## config.mk

```make
export PLATFORM = sky130hd
export DESIGN_NAME = ssd_scan_capture
export DESIGN_NICKNAME = d
export VERILOG_FILES = /design/src/rtl/ssd_pkg.sv /design/src/rtl/ssd_seg_decode.sv /design/src/rtl/ssd_scan_capture.sv
export SDC_FILE = /design/constraint.sdc
export NUM_CORES = 1
export LEC_CHECK = 0
export CORE_MARGIN = 10
export CORE_UTILIZATION = 40
export DETAILED_ROUTE_END_ITERATION = 10
export PLACE_DENSITY = 0.7
export SKIP_LAST_GASP = 1
export SLEW_MARGIN = 20
export SYNTH_ARGS = -nofsm -noshare
export SYNTH_HDL_FRONTEND = slang
export SYNTH_SLANG_ARGS = --single-unit
```

## constraint.sdc

```tcl
create_clock -name clock -period 8.34 [get_ports clock]
set_input_delay 1.668 -clock clock [delete_from_list [all_inputs] [get_ports clock]]
set_output_delay 1.668 -clock clock [all_outputs]
set_load 0.01 [all_outputs]
```

## src/rtl/ssd_pkg.sv

```systemverilog
// Shared definitions for the four-digit seven-segment scan path (encoder and capture side).
// Latency: n/a (constants, types and a pure combinational helper function).
// Backpressure: n/a.
//
// Contents: active-low abcdefg encodings for hex digits 0..F, blank constants,
// the capture FSM state type and a table-driven decode helper returning {valid, code}.
package ssd_pkg;

    // Active-low {a,b,c,d,e,f,g}; 0 = segment lit.
    localparam logic [6:0] SEG_0 = 7'b0000001;
    localparam logic [6:0] SEG_1 = 7'b1001111;
    localparam logic [6:0] SEG_2 = 7'b0010010;
    localparam logic [6:0] SEG_3 = 7'b0000110;
    localparam logic [6:0] SEG_4 = 7'b1001100;
    localparam logic [6:0] SEG_5 = 7'b0100100;
    localparam logic [6:0] SEG_6 = 7'b0100000;
    localparam logic [6:0] SEG_7 = 7'b0001111;
    localparam logic [6:0] SEG_8 = 7'b0000000;
    localparam logic [6:0] SEG_9 = 7'b0000100;
    localparam logic [6:0] SEG_A = 7'b0001000;
    localparam logic [6:0] SEG_B = 7'b1100000;
    localparam logic [6:0] SEG_C = 7'b0110001;
    localparam logic [6:0] SEG_D = 7'b1000010;
    localparam logic [6:0] SEG_E = 7'b0110000;
    localparam logic [6:0] SEG_F = 7'b0111000;

    // Element [i] is the encoding of hex value i.
    localparam logic [15:0][6:0] SEG_TABLE = {
        SEG_F, SEG_E, SEG_D, SEG_C, SEG_B, SEG_A, SEG_9, SEG_8,
        SEG_7, SEG_6, SEG_5, SEG_4, SEG_3, SEG_2, SEG_1, SEG_0
    };

    localparam logic [6:0] SEG_BLANK = 7'b1111111;
    localparam logic [3:0] AN_BLANK  = 4'b1111;

    typedef enum logic [1:0] {
        ST_WAIT  = 2'd0,
        ST_COUNT = 2'd1,
        ST_HELD  = 2'd2
    } scan_state_t;

    // Returns {valid, code}; valid = 0 and code = 0 for any pattern outside the table.
    function automatic logic [4:0] seg_decode(input logic [6:0] seg);
        logic [4:0] res;
        res = 5'b0;
        for (int i = 0; i < 16; i++) begin
            if (seg == SEG_TABLE[i]) begin
                res = {1'b1, 4'(i)};
            end
        end
        return res;
    endfunction

endpackage

```

## src/rtl/ssd_seg_decode.sv

```systemverilog
// Combinational seven-segment to hex lookup built on the shared encoding table.
// Latency: 0 cycles (pure combinational).
// Backpressure: none; output follows input.
//
// Ports: segments (active-low abcdefg) in; valid (pattern is in table) and code (hex value) out.
module ssd_seg_decode
    import ssd_pkg::*;
(
    input  logic [6:0] segments,
    output logic       valid,
    output logic [3:0] code
);

    always_comb begin
        {valid, code} = seg_decode(segments);
    end

endmodule

```

## src/rtl/ssd_scan_capture.sv

```systemverilog
// Recovers the four hex digits shown on a multiplexed active-low seven-segment display.
// Latency: digit registers update STABLE_CYCLES-1 edges after the first edge that samples a steady pattern.
// Backpressure: none; passive observer, every cycle is sampled and flags are 1-cycle pulses.
//
// Ports: clock, reset (sync, active-high); anode[3:0], segments[6:0] observed lines (active-low);
// digits[15:0], digit_valid[3:0], frame_done, frame_count[7:0], anode_err, seg_err, timeout.
// Optional macro SSD_DP_CAPTURE_EN adds dp (active-low in) and dp_out[3:0] (captured decimal points).
module ssd_scan_capture
    import ssd_pkg::*;
#(
    parameter int unsigned STABLE_CYCLES = 4,
    parameter int unsigned FRAME_TIMEOUT = 1024
)
(
    input  logic        clock,
    input  logic        reset,
    input  logic [3:0]  anode,
    input  logic [6:0]  segments,
    output logic [15:0] digits,
    output logic [3:0]  digit_valid,
    output logic        frame_done,
    output logic [7:0]  frame_count,
    output logic        anode_err,
    output logic        seg_err,
    output logic        timeout
`ifdef SSD_DP_CAPTURE_EN
    ,
    input  logic        dp,
    output logic [3:0]  dp_out
`endif
);

`ifdef SSD_DP_CAPTURE_EN
    localparam int SMP_W = 12;
    logic [SMP_W-1:0] cur_smp;
    assign cur_smp = {anode, segments, dp};
`else
    localparam int SMP_W = 11;
    logic [SMP_W-1:0] cur_smp;
    assign cur_smp = {anode, segments};
`endif

    localparam logic [7:0]  STABLE_LAST = 8'(STABLE_CYCLES);
    localparam logic [15:0] TO_LAST     = 16'(FRAME_TIMEOUT - 1);

    scan_state_t      state;
    scan_state_t      state_nx;
    logic [7:0]       cnt;
    logic [7:0]       cnt_nx;
    logic             counting;
    logic             capture;
    logic [SMP_W-1:0] prev_smp;
    logic             same;
    logic             is_single;
    logic             is_illegal;
    logic [1:0]       dig_idx;
    logic [3:0]       dig_sel;
    logic [3:0]       seen;
    logic [3:0]       seen_upd;
    logic [15:0]      tcnt;
    logic             dec_valid;
    logic [3:0]       dec_code;

    ssd_seg_decode u_dec (
        .segments (segments),
        .valid    (dec_valid),
        .code     (dec_code)
    );

    // Input classification: blank, exactly one digit enabled, or illegal.
    always_comb begin
        is_single = 1'b1;
        dig_idx   = 2'd0;
        case (anode)
            4'b1110: dig_idx = 2'd0;
            4'b1101: dig_idx = 2'd1;
            4'b1011: dig_idx = 2'd2;
            4'b0111: dig_idx = 2'd3;
            default: is_single = 1'b0;
        endcase
    end

    assign is_illegal = !is_single && (anode != AN_BLANK);
    assign same       = (cur_smp == prev_smp);
    assign dig_sel    = 4'b0001 << dig_idx;
    assign seen_upd   = seen | dig_sel;

    // Dwell tracking. A pattern that differs from the previous sample always
    // restarts at count 1, so a single pattern is captured once per dwell.
    always_comb begin
        state_nx = ST_WAIT;
        cnt_nx   = '0;
        counting = 1'b0;
        if (is_single) begin
            if (state != ST_WAIT && same) begin
                if (state == ST_HELD) begin
                    state_nx = ST_HELD;
                    cnt_nx   = cnt;
                end else begin
                    state_nx = ST_COUNT;
                    cnt_nx   = cnt + 8'd1;
                    counting = 1'b1;
                end
            end else begin
                state_nx = ST_COUNT;
                cnt_nx   = 8'd1;
                counting = 1'b1;
            end
        end
        capture = counting && (cnt_nx == STABLE_LAST);
        if (capture) begin
            state_nx = ST_HELD;
        end
    end

    always_ff @(posedge clock) begin
        if (reset) begin
            state       <= ST_WAIT;
            cnt         <= '0;
            prev_smp    <= '0;
            seen        <= '0;
            tcnt        <= '0;
            digits      <= '0;
            digit_valid <= '0;
            frame_done  <= 1'b0;
            frame_count <= '0;
            anode_err   <= 1'b0;
            seg_err     <= 1'b0;
            timeout     <= 1'b0;
`ifdef SSD_DP_CAPTURE_EN
            dp_out      <= '0;
`endif
        end else begin
            state      <= state_nx;
            cnt        <= cnt_nx;
            prev_smp   <= cur_smp;
            anode_err  <= is_illegal;
            seg_err    <= capture && !dec_valid;
            frame_done <= 1'b0;
            timeout    <= 1'b0;

            if (capture) begin
                tcnt <= '0;
                if (dec_valid) begin
                    digits[{dig_idx, 2'b00} +: 4] <= dec_code;
                end
                digit_valid[dig_idx] <= dec_valid;
`ifdef SSD_DP_CAPTURE_EN
                dp_out[dig_idx] <= ~dp;
`endif
                // The digit captured this cycle counts toward the frame it completes.
                if (seen_upd == 4'b1111) begin
                    frame_done  <= 1'b1;
                    frame_count <= frame_count + 8'd1;
                    seen        <= '0;
                end else begin
                    seen <= seen_upd;
                end
            end else if (tcnt == TO_LAST) begin
                // Display went quiet: stop vouching for stale digits, keep their values.
                timeout     <= 1'b1;
                tcnt        <= '0;
                digit_valid <= '0;
                seen        <= '0;
            end else begin
                tcnt <= tcnt + 16'd1;
            end
        end
    end

endmodule

```

==> results.md <==
* Initial core utilization at about two fifths
* Nets at just under 500
* Simple-gate share of the synthesized area at between 30% and 40%
* Antenna cells at 0
* Die Y at between 100 and 150 um
* Post-synthesis adder-cell area fraction at about 3.6%
* Total grt overflow at 0
* Synth top area share at between 30% and 40%
* Via Count at approximately 3100
* Global-route wire length before repair at approximately 14 mm
* Mux cell area share after synthesis at 4.04%
* Commonest register cell after synthesis: dfxtp_1
* Total CTS buffers at 9
* Synth warnings at 0
* Reg area at 0.00146 mm^2
* Dominant cell type by area after synthesis: dfxtp_1
* Detail Placement HPWL at between 5 and 6 mm
* CP endpoint kind: flop
* CTS Sinks at 73
* Final WS setup at about 3700 ps
* CP required at 8570 ps
* Via-to-Cell Ratio at between 5 and 6
* Setup crit start kind: primary input
* Post-CTS setup buffers at 0
* Boundary Pins at 45
* First drt pass iteration count at 5
* Layout area overhead at 16.4%
* Mapped Cells at about 450
* Worst hold start: tcnt[0]
* Core area at about 0.0093 mm^2
* Worst-path cell chain: clkdlybuf4s50_1 > xnor2_1 > nand4_1 > or3_1 > nor4b_4 > and3_1 > mux2_2
* Synth cell types at between 50 and 60
* Post-CTS sizing at 0
* Setup TNS at 0 ps
* Worst r2r dst: digits[4]
* Crit path buf inv count at 1
* Port Buffers at 44
* Synth async-reset ratio at 0%
* Drt total wl at ~8.3 mm
* Detailed-route wire length per cell at ~14 um
* Fmax at 215 MHz
* Post-synthesis xor/xnor area fraction at approximately 8.9%
* Ranking of synthesized cells by area: dfxtp_1, nand2_1, xnor2_1
* Final setup fails at 0
* Post-route ant nets at 0
* 1st-iter DRT viols at about 160
* Worst-path clk slew at around 70 ps
* Arr. time, crit path at 4890 ps
* Worst skew pair latency at approximately 350 ps
* MaxCap Viol Count at 0
* #FFs+latches synth at 73
* Slew Limit Fails at 0
* Hold worst-path end: tcnt[0]
* Outcome: finished clean
* P_leak at about 0.0015 uW
* Fillers at 921
* Die Wd at between 100 and 150 um
* Hold path depth at 1
* Fin cells at roughly 600
* Placed insts at 587
* Worst r2r path cells at 7
* HP Class: flop to flop
* Cts hold-fix bufs at 0
* Hold violation total from the final report at 0
* Final GP Congestion at 0.790
* Flop2flop setup slack at about 5000 ps
* Clock tree buffer depth at 2
* Largest net degree at the start of global routing at 36
* Post-synth top cells: dfxtp_1, nand2_1, nor2_1
* Worst-margin pin slew at 960 ps
* Main combinational cell family by area after synthesis: simple AND/OR/NAND/NOR gates
* Slowest stage delay, CP at between 800 and 900 ps
* Syn Nets at between 400 and 500
* Min Tclk post-route at about 4700 ps
* TritonCTS clock tree: done
* Reg-to-reg critical path startpoint: state[1]
* Area occupied by multi-input gates at roughly 0.0022 mm^2
* CTS root buffer: clkbuf_8
* Cell with the most instances after synthesis: dfxtp_1
* CP delay by family, top: simple AND/OR/NAND/NOR gates
* Rows at 35
* CP max stage cell: nor4b_4
* Full die area at roughly 0.014 mm^2
* Worst slew margin at a little over a third
* GRT Total Usage at a little under an eighth
* Fin crit share at 55.9%
* Layout cells sized above 1 at between 5 and 6%
* Seq/Total Area, Yosys at a little under two fifths
* Cell Area, Synth at between 0.003 and 0.004 mm^2
* Number of synthesized flops with an enable pin at 0
* Vias in the first global route at 2984
* Final core occ at 48.1%
* Drt drc at 0
* RSZ-0062 raised after global routing: no
* H-tree depth at 3
* Dpl ws at about 3300 ps
* Setup Skew at 4.37 ps
* Setup CP Type: primary input to flop
* Syn Area/Cell at ~8.6 um^2
* Critical path fanouts, max at 22
* VDD IR-drop max at 65.3 uV
* Power per cell area at about 150 mW/mm^2
* Synth Area in Compound Gates at between 10 and 15%
* Antenna violations before repair at 0
==> flip-flops by register name, summed over array words and instances, names as in the netlist <==
signal,cells
digits,16
prev_smp,11
seen,4
seg_err,1
anode_err,1
frame_count,8
cnt,8
frame_done,1
timeout,1
tcnt,16
state,2
digit_valid,4
==> through the flow <==
step	total power [uW]	hold slack (ps)	cell area, um^2
6_report	683	442	4470
5_1_grt	711	468	4470
4_1_cts	691	448	4470
3_5_place_dp	421	431	4280
3_3_place_gp	419	421	4280
2_1_floorplan	405	411	3840
==> report_power, final <==
part	leakage [uW]	total (uW)	switching [uW]	internal (uW)
registers	0.000592	357	3.07	353
logic	0.000860	56.0	33.4	22.6
clock network	0.0000974	271	125	146
==> cell families after synthesis <==
family | after synthesis
buffers and inverters | 41
DFF | 73
xor gates and xnor gates | 39
muxes | 15
and+or+nand+nor | 211
adders and majority gates | 11
AOI/OAI and AO/OA | 57
==> cell usage in the layout (no fill, tap or decap), types with 6 or more instances in the layout <==
master / instances
a21oi_1: 10
and2_1: 7
and3_1: 10
clkbuf_8: 10
clkdlybuf4s50_1: 44
dfxtp_1: 73
ha_1: 11
inv_1: 7
mux2i_1: 11
nand2_1: 52
nand3_1: 15
nand4_1: 13
nor2_1: 44
nor2b_1: 17
nor3_1: 15
o2111ai_1: 6
o21ai_0: 13
xnor2_1: 21
xor2_1: 18
==> how the worst max path moves through the flow <==
stage | from | slack, ps | cells after the start | endpoint
6_report | segments[5] | 3680 | 7 | digits[4]
5_1_grt | segments[1] | 3480 | 7 | digits[4]
4_1_cts | segments[5] | 3730 | 7 | digits[8]
3_5_place_dp | segments[5] | 3340 | 7 | digits[11]
3_3_place_gp | segments[5] | 3470 | 7 | digits[11]
2_1_floorplan | anode[3] | 4540 | 12 | frame_count[4]
==> routing by layer <==
layer | routed length, um | track usage (%)
met3 | 526 | 3.93
met4 | 57 | 5.18
met2 | 3770 | 18.2
met1 | 3950 | 14.0
met5 | 0 | 0
==> area by class of cell <==
| class | count | share of cell area, % |
|---|---|---|
| tap | 129 | 3.61 |
| clock inverter | 3 | 0.896 |
| multi-input combinational | 333 | 48.9 |
| timing repair buffer | 45 | 10.0 |
| inverter | 7 | 0.588 |
| clock buffer | 13 | 3.33 |
| sequential | 73 | 32.7 |
==> worst register-to-register path, cell delays in order, from the launching register on <==
cell and delay, ps:
dfxtp_1 390, nor2b_1 710, nor4b_4 110, xnor2_1 240, nor3b_2 240, nor4b_4 820
and3_1 370, mux2_2 370
Power figures use the tool's default switching activity.
